### src/rtl/mem_wb_stage.sv
// MEM and WB pipeline stages: EX/MEM and MEM/WB registers, data-memory handshake,
// writeback select, load-use / memory-wait stall generation and EX forwarding sources.
module mem_wb_stage #(
  parameter int TIMEOUT = 16,
  parameter int CNT_W   = 5
) (
  input  logic        clk,
  input  logic        rst_n,
  input  logic        valid_ex,
  input  logic [31:0] ALUResult_ex,
  input  logic [31:0] MemWriteData_ex,
  input  logic [4:0]  rdAddr_ex,
  input  logic        RegWrite_ex,
  input  logic        MemRead_ex,
  input  logic        MemWrite_ex,
  input  logic        MemtoReg_ex,
  input  logic [4:0]  rs1Addr_ex,
  input  logic [4:0]  rs2Addr_ex,
  output logic        stall_ex,
  output logic        dmem_req,
  output logic        dmem_we,
  output logic [31:0] dmem_addr,
  output logic [31:0] dmem_wdata,
  input  logic        dmem_ack,
  input  logic [31:0] dmem_rdata,
  output logic [31:0] ALUResult_mem,
  output logic [4:0]  rdAddr_mem,
  output logic        RegWrite_mem,
  output logic        MemRead_mem,
  output logic [31:0] RegWriteData_wb,
  output logic [4:0]  rdAddr_wb,
  output logic        RegWrite_wb,
  output logic        mem_err
);

  typedef enum logic {IDLE, BUSY} state_t;

  state_t           state, state_next;
  logic [CNT_W-1:0] count, count_next;
  logic             mem_err_next;

  logic        valid_mem, regwrite_mem_r, memread_mem_r, memwrite_mem_r, memtoreg_mem_r;
  logic [31:0] alu_mem_r, wdata_mem_r;
  logic [4:0]  rd_mem_r;

  logic        valid_wb, regwrite_wb_r;
  logic [4:0]  rd_wb_r;
  logic [31:0] data_wb_r;

  logic memop, mem_busy, lu;

  assign memop    = valid_mem & (memread_mem_r | memwrite_mem_r);
  assign mem_busy = memop & ~dmem_ack;
  assign lu       = valid_mem & memread_mem_r & valid_ex & (rd_mem_r != 5'd0) &
                    ((rd_mem_r == rs1Addr_ex) | (rd_mem_r == rs2Addr_ex));
  // A waiting memory access already freezes EX, so the load-use bubble only applies once it completes.
  assign stall_ex = mem_busy | lu;

  // EX/MEM contents are frozen while BUSY, so memop alone keeps the request up with stable address/data.
  assign dmem_req   = memop;
  assign dmem_we    = valid_mem & memwrite_mem_r;
  assign dmem_addr  = alu_mem_r;
  assign dmem_wdata = wdata_mem_r;

  assign ALUResult_mem   = alu_mem_r;
  assign rdAddr_mem      = rd_mem_r;
  assign RegWrite_mem    = valid_mem & regwrite_mem_r;
  assign MemRead_mem     = valid_mem & memread_mem_r;
  assign RegWriteData_wb = data_wb_r;
  assign rdAddr_wb       = rd_wb_r;
  assign RegWrite_wb     = valid_wb & regwrite_wb_r;

  always_comb begin
    state_next   = state;
    count_next   = count;
    mem_err_next = mem_err;
    case (state)
      IDLE: begin
        if (mem_busy) begin
          state_next = BUSY;
          count_next = CNT_W'(1);
        end
      end
      BUSY: begin
        if (dmem_ack) begin
          state_next = IDLE;
          count_next = '0;
        end else if (count != CNT_W'(TIMEOUT)) begin
          count_next = count + 1'b1;
        end
      end
      default: begin
        state_next = IDLE;
        count_next = '0;
      end
    endcase
    if (count_next == CNT_W'(TIMEOUT)) begin
      mem_err_next = 1'b1;
    end
  end

  always_ff @(posedge clk or negedge rst_n) begin
    if (!rst_n) begin
      state   <= IDLE;
      count   <= '0;
      mem_err <= 1'b0;
    end else begin
      state   <= state_next;
      count   <= count_next;
      mem_err <= mem_err_next;
    end
  end

  always_ff @(posedge clk or negedge rst_n) begin
    if (!rst_n) begin
      valid_mem      <= 1'b0;
      regwrite_mem_r <= 1'b0;
      memread_mem_r  <= 1'b0;
      memwrite_mem_r <= 1'b0;
      memtoreg_mem_r <= 1'b0;
      alu_mem_r      <= '0;
      wdata_mem_r    <= '0;
      rd_mem_r       <= '0;
      valid_wb       <= 1'b0;
      regwrite_wb_r  <= 1'b0;
      rd_wb_r        <= '0;
      data_wb_r      <= '0;
    end else if (mem_busy) begin
      valid_wb <= 1'b0;
    end else begin
      if (lu) begin
        valid_mem <= 1'b0;
      end else begin
        valid_mem      <= valid_ex;
        regwrite_mem_r <= RegWrite_ex;
        memread_mem_r  <= MemRead_ex;
        memwrite_mem_r <= MemWrite_ex;
        memtoreg_mem_r <= MemtoReg_ex;
        alu_mem_r      <= ALUResult_ex;
        wdata_mem_r    <= MemWriteData_ex;
        rd_mem_r       <= rdAddr_ex;
      end
      valid_wb      <= valid_mem;
      regwrite_wb_r <= regwrite_mem_r;
      rd_wb_r       <= rd_mem_r;
      data_wb_r     <= memtoreg_mem_r ? dmem_rdata : alu_mem_r;
    end
  end

endmodule
### config.mk
export PLATFORM = sky130hd
export DESIGN_NAME = mem_wb_stage
export DESIGN_NICKNAME = d
export VERILOG_FILES = /design/src/rtl/mem_wb_stage.sv
export SDC_FILE = /design/constraint.sdc
export NUM_CORES = 1
export LEC_CHECK = 0
export ABC_CLOCK_PERIOD_IN_PS = 6000
export CAP_MARGIN = 10
export CORE_AREA = 2 2 102 104
export CTS_BUF_LIST = sky130_fd_sc_hd__clkbuf_16
export CTS_CLUSTER_SIZE = 14
export DETAILED_ROUTE_END_ITERATION = 12
export DIE_AREA = 0 0 104 106
export DONT_BUFFER_PORTS = 1
export GPL_ROUTABILITY_DRIVEN = 0
export PLACE_DENSITY = 0.69
export SLEW_MARGIN = 10
export SYNTH_ARGS = -nofsm -noshare
export SYNTH_HDL_FRONTEND = slang
export SYNTH_SLANG_ARGS = --single-unit
### constraint.sdc
create_clock -name clk -period 6 [get_ports clk]
set_input_delay 0.9 -clock clk [delete_from_list [all_inputs] [get_ports clk]]
set_output_delay 0.9 -clock clk [all_outputs]
set_load 0.05 [all_outputs]
Word level (Yosys, flattened, before mapping)

Cells that the tools add are included.

Bits in registers: 120
Bits of input ports: 119
Output and inout bits: 145
Word-level logic and storage cells: 48

Add/sub/neg operators: 1
Equal/unequal tests: 4
Mux-type cells: 10
Bitwise gates (word level): 16
Reduce and logical (&&, ||, !) cells: 2

Operators with widths:

| cell                | count |
|---|---|
| $mux 32             | 1 |
| $mux 5              | 3 |
| $eq 5x5->1          | 2 |
| $pmux 5 s2          | 1 |
| $and 1x1->1         | 9 |
| $add 5x1->5 const B | 1 |
| $eq 5x5->1 const B  | 1 |
| $ne 5x5->1 const B  | 1 |
| $reduce_bool 5->1   | 1 |
| $mux 1              | 4 |
| $not 1->1           | 4 |
| $or 1x1->1          | 3 |
| $pmux 1 s2          | 1 |
| $reduce_and 2->1    | 1 |

Depth between registers and ports, before layout

Gate-level depths: netlist (run 1).

Depth after elaboration: 6
Gate-level depth with buffers: 7
Depth with buffers taken out: 7

Worst setup path before layout (run 1)

Ideal clock, no wire load.

Kind: register to output
Start point: reg rd_mem_r[0], in the netlist rdAddr_mem[0]
End point: out stall_ex
Arrival time: 2.034 ns
Required time: 5.100 ns
Setup slack: 3.066 ns
Cell stages (with the launch flop): 7
Buffers on the path: 2
Cell sequence: dfrtp_1 -> or3_1 -> o311a_1 -> a21oi_2 -> buf_6 -> buf_8 -> inv_1

Cells in the longest elaborated chain, start to end: 4
Elaborated cells between the ends (all ways): 7
Classes of those cells: eq/ne (2); bitwise (4); reduce/logical (1)

RTL lines:

| item                                                   | line   | text |
|---|---|---|
| start, declared                                        | 44     | `logic [4:0] rd_mem_r;` |
| start signal, assigned                                 | 141    | `rd_mem_r <= rdAddr_ex;` |
| $eq 5x5->1 / $reduce_bool 5->1 (equally long branches) | 55, 54 |  |
| $or 1x1->1 / $and 1x1->1 (equally long branches)       | 55, 54 |  |
| $and 1x1->1 (*)                                        | 54     | `assign lu = valid_mem & memread_mem_r & valid_ex & (rd_mem_r != 5'd0) &` |
| $or 1x1->1 (*)                                         | 57     | `assign stall_ex = mem_busy \| lu;` |
| end, declared                                          | 19     | `output logic stall_ex,` |

Every way passes the cells marked *; elsewhere a longest branch is shown, timed or not.

Final worst setup path (run 1)

Start point: reg rd_mem_r[4], in the netlist rdAddr_mem[4]
End point: out stall_ex

The elaborated chain is that of the path after synthesis.

==> qor.txt, run 1 <==
Worst path max stage delay - 0.75 ns
Synthesis-to-finish area growth - 7.16%
Post-synth top cells - dfrtp_1, mux2_1, nand2_1, o21ai_0
Status - finished, final reports clean
Share of cells above drive strength 1 - 12.9%
Drt total wl - 10900 µm
Most used DFF post-synth - dfrtp_1
Synthesized cell area - 5330 µm²
Area taken by multi-input logic gates - 1900 µm²
Total CTS buffers - 17
Top cells by area, synth - dfrtp_1, mux2_1, mux2i_1
Root buffer cell - clkbuf_16
Final Util - 57.1%
Count leader, synth - dfrtp_1
Vias per inst - 5.58
PortBufs - 0
Area leader, netlist - dfrtp_1
Ys async rst share - 100%
Clock transition at path regs - 0.05 ns
Worst-Skew Late Latency - 0.40 ns
Max Fclk - 319 MHz
Die area - 11000 µm²
First-pass GRT wire length - 16700 µm
Net switching power - 1090 µW
Starting DRT DRC Count - 139
R2R Path End - ALUResult_mem[11]
Max Clock Skew - 0.00739 ns
Slew @ Worst Pin - 1.00 ns
Min-delay worst type - input pin to async pin
Total GRT Usage - 19.8%
RSZ-0062 raised after global routing - false
Comb pwr share - 8.4%
Max Fanout on Critical Path - 6
Detailed placer's ending HPWL - 7510 µm
Launch point of the worst reg-to-reg path - rdAddr_mem[0]
Postcts setup bufs - 0
Power Density - 486 nW/µm²
Clk network pwr share - 36.6%
Initial antenna violation count - 0
DR vias - 3000
Setup Slack @ Placement - 3.09 ns
Slew Limit Fails - 0
Ys Warns - 0
Req. time, crit path - 5.10 ns
# hold bufs at CTS - 0
Clock tree sinks - 120
Die Ht - 106 µm
Maxcap violations - 0
GR Overflow Total - 0
CP Launch Type - flip-flop
CP bufs+invs - 1
CTS tree - yes
CP top delay family - flip-flops
Initial core utilization - 53.3%
Setup TNS - 0 ns
Final setup vio count - 0
Net Sw Frac - 39.2%
Reg2Reg Depth - 5
Relative slew slack - 33.1%
Worst Setup Path Type - flip-flop to output pin
Post-synth top area share - 56.4%
Cts repair resizes - 0
Core area - 10000 µm²
DRC viols - 0
Fillcell total - 856
Int Power - 1690 µW
Yosys cell types - 40
Clk buf depth - 2
Syn avg cell area - 12.7 µm²
Final setup margin - 2.86 ns
Seq pwr share - 55.0%
Final Hold Viols - 0
Syn Inst Count - 421
Post-Place Cell Area - 5110 µm²
WL/cell - 20.3 µm
Post-DRT Antenna Nets - 0
Nets - 510
Seq cells post-synth - 120
Sequential Area - 3000 µm²
Sequential-to-total area share from yosys stat - 56.4%
Vias in the first global route - 3112
Crit. End Element - output pin
Max VDD drop - 261 µV
DR pass1 iterations - 4
Horiz. Die Dim - 104 µm
Critical path arrival - 2.24 ns
Final Cell Area - 5710 µm²
Number of primary I/O pins - 264
Worst-path cell chain - xnor2_1, nand3_1, o22ai_1, a21oi_4, inv_1
R2R Setup Slk - 3.09 ns
Period utilisation layout - 52.3%
Largest net degree at the start of global routing - 121
Pleak - 0.00249 µW
Critical path's slowest cell - dfrtp_1
Diodes inserted - 0
# rows - 37
Post-synthesis net count - 542
Tmin final - 3.14 ns
Number of flops mapped to enable cells by yosys - 0
Htree depth - 4
## power by group through the flow
| stage | clock [µW] | sequential [µW] | combinational [µW] |
|---|---|---|---|
| after floorplan | 0 | 1390 | 368 |
| after global placement | 0 | 1540 | 226 |
| after detailed placement | 0 | 1540 | 238 |
| after CTS | 1040 | 1530 | 238 |
| after global routing | 1080 | 1540 | 261 |
| final | 1020 | 1530 | 234 |
## routing by layer
layer	up-vias	routed length (µm)	share of wire, %	GRT usage, %
met5	-	0	0	0
met3	17	998	9.1	9.07
met2	167	5510	50	33.2
li1	1348	-	-	-
met4	0	178	1.6	8.69
met1	1468	4230	39	21.8
## logic make-up after synthesis
kind of cell / share of synthesized area [%]
AOI/OAI and AO/OA: 4.70
xor gates and xnor gates: 1.81
adders and majority gates: 0.470
buffers and inverters: 8.26
DFF: 56.4
muxes: 21.4
and+or+nand+nor: 6.97
## cell usage in the layout (no fill, tap or decap), types with 2 or more instances in the layout
cell type / n
ha_1: 2
and3_1: 2
bufinv_16: 3
clkinv_4: 3
nand3_1: 4
nand2_1: 54
clkbuf_16: 17
inv_1: 5
o22ai_1: 2
dfrtp_1: 119
mux2_2: 14
and2_1: 5
nand2b_1: 2
inv_6: 2
mux2_1: 59
nor2_1: 4
clkinvlp_4: 4
or3_1: 2
xnor2_1: 11
o21ai_0: 33
mux2i_1: 32
buf_4: 2
clkinv_2: 2
## registers in the layout, indices dropped and copies added, names as in the netlist, 5 cells and up
| signal | count |
|---|---|
| rdAddr_mem | 5 |
| RegWriteData_wb | 32 |
| count | 5 |
| ALUResult_mem | 32 |
| dmem_wdata | 32 |
| rdAddr_wb | 5 |
## metrics by stage
step | hold WS (ns) | total power (µW) | std cells
after floorplan | 0.430 | 1760 | 421
after global routing | 0.161 | 2880 | 538
final | 0.192 | 2770 | 538
after detailed placement | 0.473 | 1780 | 506
after global placement | 0.444 | 1760 | 506
after CTS | 0.168 | 2800 | 538
## worst max path at each step
stage | from | to | depth (start not counted)
after detailed placement | rdAddr_mem[0] | ALUResult_mem[11] | 5
after global placement | rdAddr_mem[0] | dmem_wdata[30] | 5
after CTS | rdAddr_mem[4] | stall_ex | 5
final | rdAddr_mem[4] | stall_ex | 5
after global routing | rdAddr_mem[0] | stall_ex | 4
after floorplan | rdAddr_mem[0] | stall_ex | 6
## final cells by class
type                       instances  share of cell area [%]
clock buffer                      17                    7.45
sequential                       120                    52.6
tap                              136                    2.98
multi-input combinational        243                    33.3
inverter                           5                   0.329
timing repair buffer               2                   0.263
clock inverter                    15                    3.11
(Power assumes the default switching activity.)
==> inputs of run 2 (changes only) <==
--- a/config.mk
+++ b/config.mk
@@ -5,7 +5,7 @@
 export SDC_FILE = /design/constraint.sdc
 export NUM_CORES = 1
 export LEC_CHECK = 0
-export ABC_CLOCK_PERIOD_IN_PS = 6000
+export ABC_CLOCK_PERIOD_IN_PS = 3100
 export CAP_MARGIN = 10
 export CORE_AREA = 2 2 102 104
 export CTS_BUF_LIST = sky130_fd_sc_hd__clkbuf_16
==> constraint.sdc (replaced) <==
create_clock -name clk -period 3.1 [get_ports clk]
set_input_delay 0.465 -clock clk [delete_from_list [all_inputs] [get_ports clk]]
set_output_delay 0.465 -clock clk [all_outputs]
set_load 0.05 [all_outputs]
==> run 2 against run 1 <==
  * The run now ends with negative hold slack left
  * Power rose by 95%
  * First-iteration DRC count fell by 42%
  * Sequential power rose by 91%
  * Clock skew rose by 0.0026 ns
  * Sequential share of layout area fell by 0.42 points
  * Flip-flop and latch count did not move
  * Clock power rose by 95%
  * Routed wire length rose by 2.2%
  * Worst setup slack got worse by 2.6 ns
  * Hold slack got worse by 0.44 ns
  * Die area did not move
  * Global-route usage rose by 0.19 points
  * Critical path type unchanged
  * Largest power group unchanged
  * Highest routed layer unchanged
==> qor.txt, run 2 (same netlist as run 1, synthesis figures left out) <==
Synthesis-to-finish area growth - 8.03%
Final Hold Viols - 120
Clk buf depth - 2
Pleak - 0.00253 µW
RSZ-0062 raised after global routing - false
Max Fanout on Critical Path - 14
Status - finished with violations
Diodes inserted - 0
Crit. End Element - output pin
Critical path's slowest cell - dfrtp_1
Failing checks - negative hold slack
Detailed placer's ending HPWL - 7900 µm
WL/cell - 20.5 µm
CP Launch Type - flip-flop
Max Clock Skew - 0.00995 ns
Clock transition at path regs - 0.06 ns
CTS tree - yes
Maxcap violations - 0
Setup TNS - 0 ns
GR Overflow Total - 0
Die area - 11000 µm²
DR vias - 3017
Req. time, crit path - 2.63 ns
# rows - 37
PortBufs - 0
Max VDD drop - 467 µV
Slew Limit Fails - 0
First-pass GRT wire length - 17000 µm
Commonest non-fill, non-tap cell in the layout - dfrtp_1
Share of cells above drive strength 1 - 14.2%
Die Ht - 106 µm
Initial antenna violation count - 0
Min-delay worst type - input pin to async pin
Vias per inst - 5.55
Worst path max stage delay - 0.62 ns
Period utilisation layout - 91.2%
Launch point of the worst reg-to-reg path - rdAddr_mem[3]
Clock tree sinks - 120
Most frequent cells in the layout - dfrtp_1, mux2_1, nand2_1
Worst Setup Path Type - flip-flop to output pin
Hold slack - -0.243 ns
Vias in the first global route - 3126
Largest net degree at the start of global routing - 121
DRC viols - 0
Max Fclk - 354 MHz
Slew @ Worst Pin - 1.03 ns
DR pass1 iterations - 4
Critical path arrival - 2.36 ns
Number of primary I/O pins - 264
Root buffer cell - clkbuf_16
Critical path launch point - rdAddr_mem[3]
Final setup vio count - 0
Core area - 10000 µm²
Htree depth - 4
Power Density - 940 nW/µm²
Relative slew slack - 31.1%
Worst-Skew Late Latency - 0.40 ns
Total GRT Usage - 20.0%
Horiz. Die Dim - 104 µm
Tmin final - 2.83 ns
Reg2Reg Depth - 4
Nets - 516
Total CTS buffers - 17
Initial core utilization - 53.3%
Worst-path cell chain - o311a_1, a21oi_4, inv_1
Post-DRT Antenna Nets - 0
Drt total wl - 11200 µm
Starting DRT DRC Count - 80
-- run 2: changes by cell type in the layout (fill, tap and decap cells not counted), sizes merged --
cell	previous run	this run
buf	2	8
clkinvlp	4	3
inv	7	8
-- run 2: critical path, delay by kind of cell (launching register included) --
family | cells | cell delay [ns]
flip-flops | 1 | 0.62
buffers and inverters | 1 | 0.37
AO/OA/AOI/OAI | 2 | 0.97
-- run 2: final timing paths --
| check | to | slack, ns |
|---|---|---|
| setup / recovery | stall_ex | 0.27 |
| hold / removal | ALUResult_mem[24] | -0.24 |
| setup reg to reg | dmem_wdata[6] | 0.52 |
| hold reg to reg | regwrite_wb_r | 0.48 |
| max in group asynchronous | ALUResult_mem[16] | 3.15 |
| min in group clk | valid_mem | 0.19 |
-- run 2: final cells by class --
class	instances	area (µm²)
clock buffer	17	425
clock inverter	15	179
fill	816	4240
inverter	5	18.8
multi-input combinational	243	1900
sequential	120	3000
tap	136	170
timing repair buffer	8	60.1
-- run 2: per-layer routing --
metal  wire length [µm]  vias up  track usage (%)
li1                   -     1354                -
met1               4310     1491             22.5
met2               5730      157             34.3
met3                956       15             7.91
met4                153        0             8.01
met5                  0        -                0
-- run 2: metrics by stage --
stage	instance area, µm²	instances	setup WS [ns]	total power [µW]	utilization (%)
floorplan	5330	421	0.601	3410	-
global placement	5150	512	0.613	3430	51.5
detailed placement	5150	512	0.539	3460	51.5
CTS	5760	544	0.255	5470	57.6
global route	5760	544	0.191	5610	57.6
finish	5760	544	0.273	5410	57.6
-- run 2: where the power goes --
| part | internal [µW] | switching [µW] | leakage [µW] | total [µW] |
|---|---|---|---|---|
| clock network | 1270 | 720 | 0.000291 | 1990 |
| logic | 233 | 268 | 0.000823 | 501 |
| registers | 1780 | 1150 | 0.00141 | 2920 |
-- run 2: timing repair --
| action | in CTS | in global routing |
|---|---|---|
| hold endpoints to repair | 120 | 120 |
| resized for setup | 0 | 0 |
| buffers inserted | 0 | 0 |
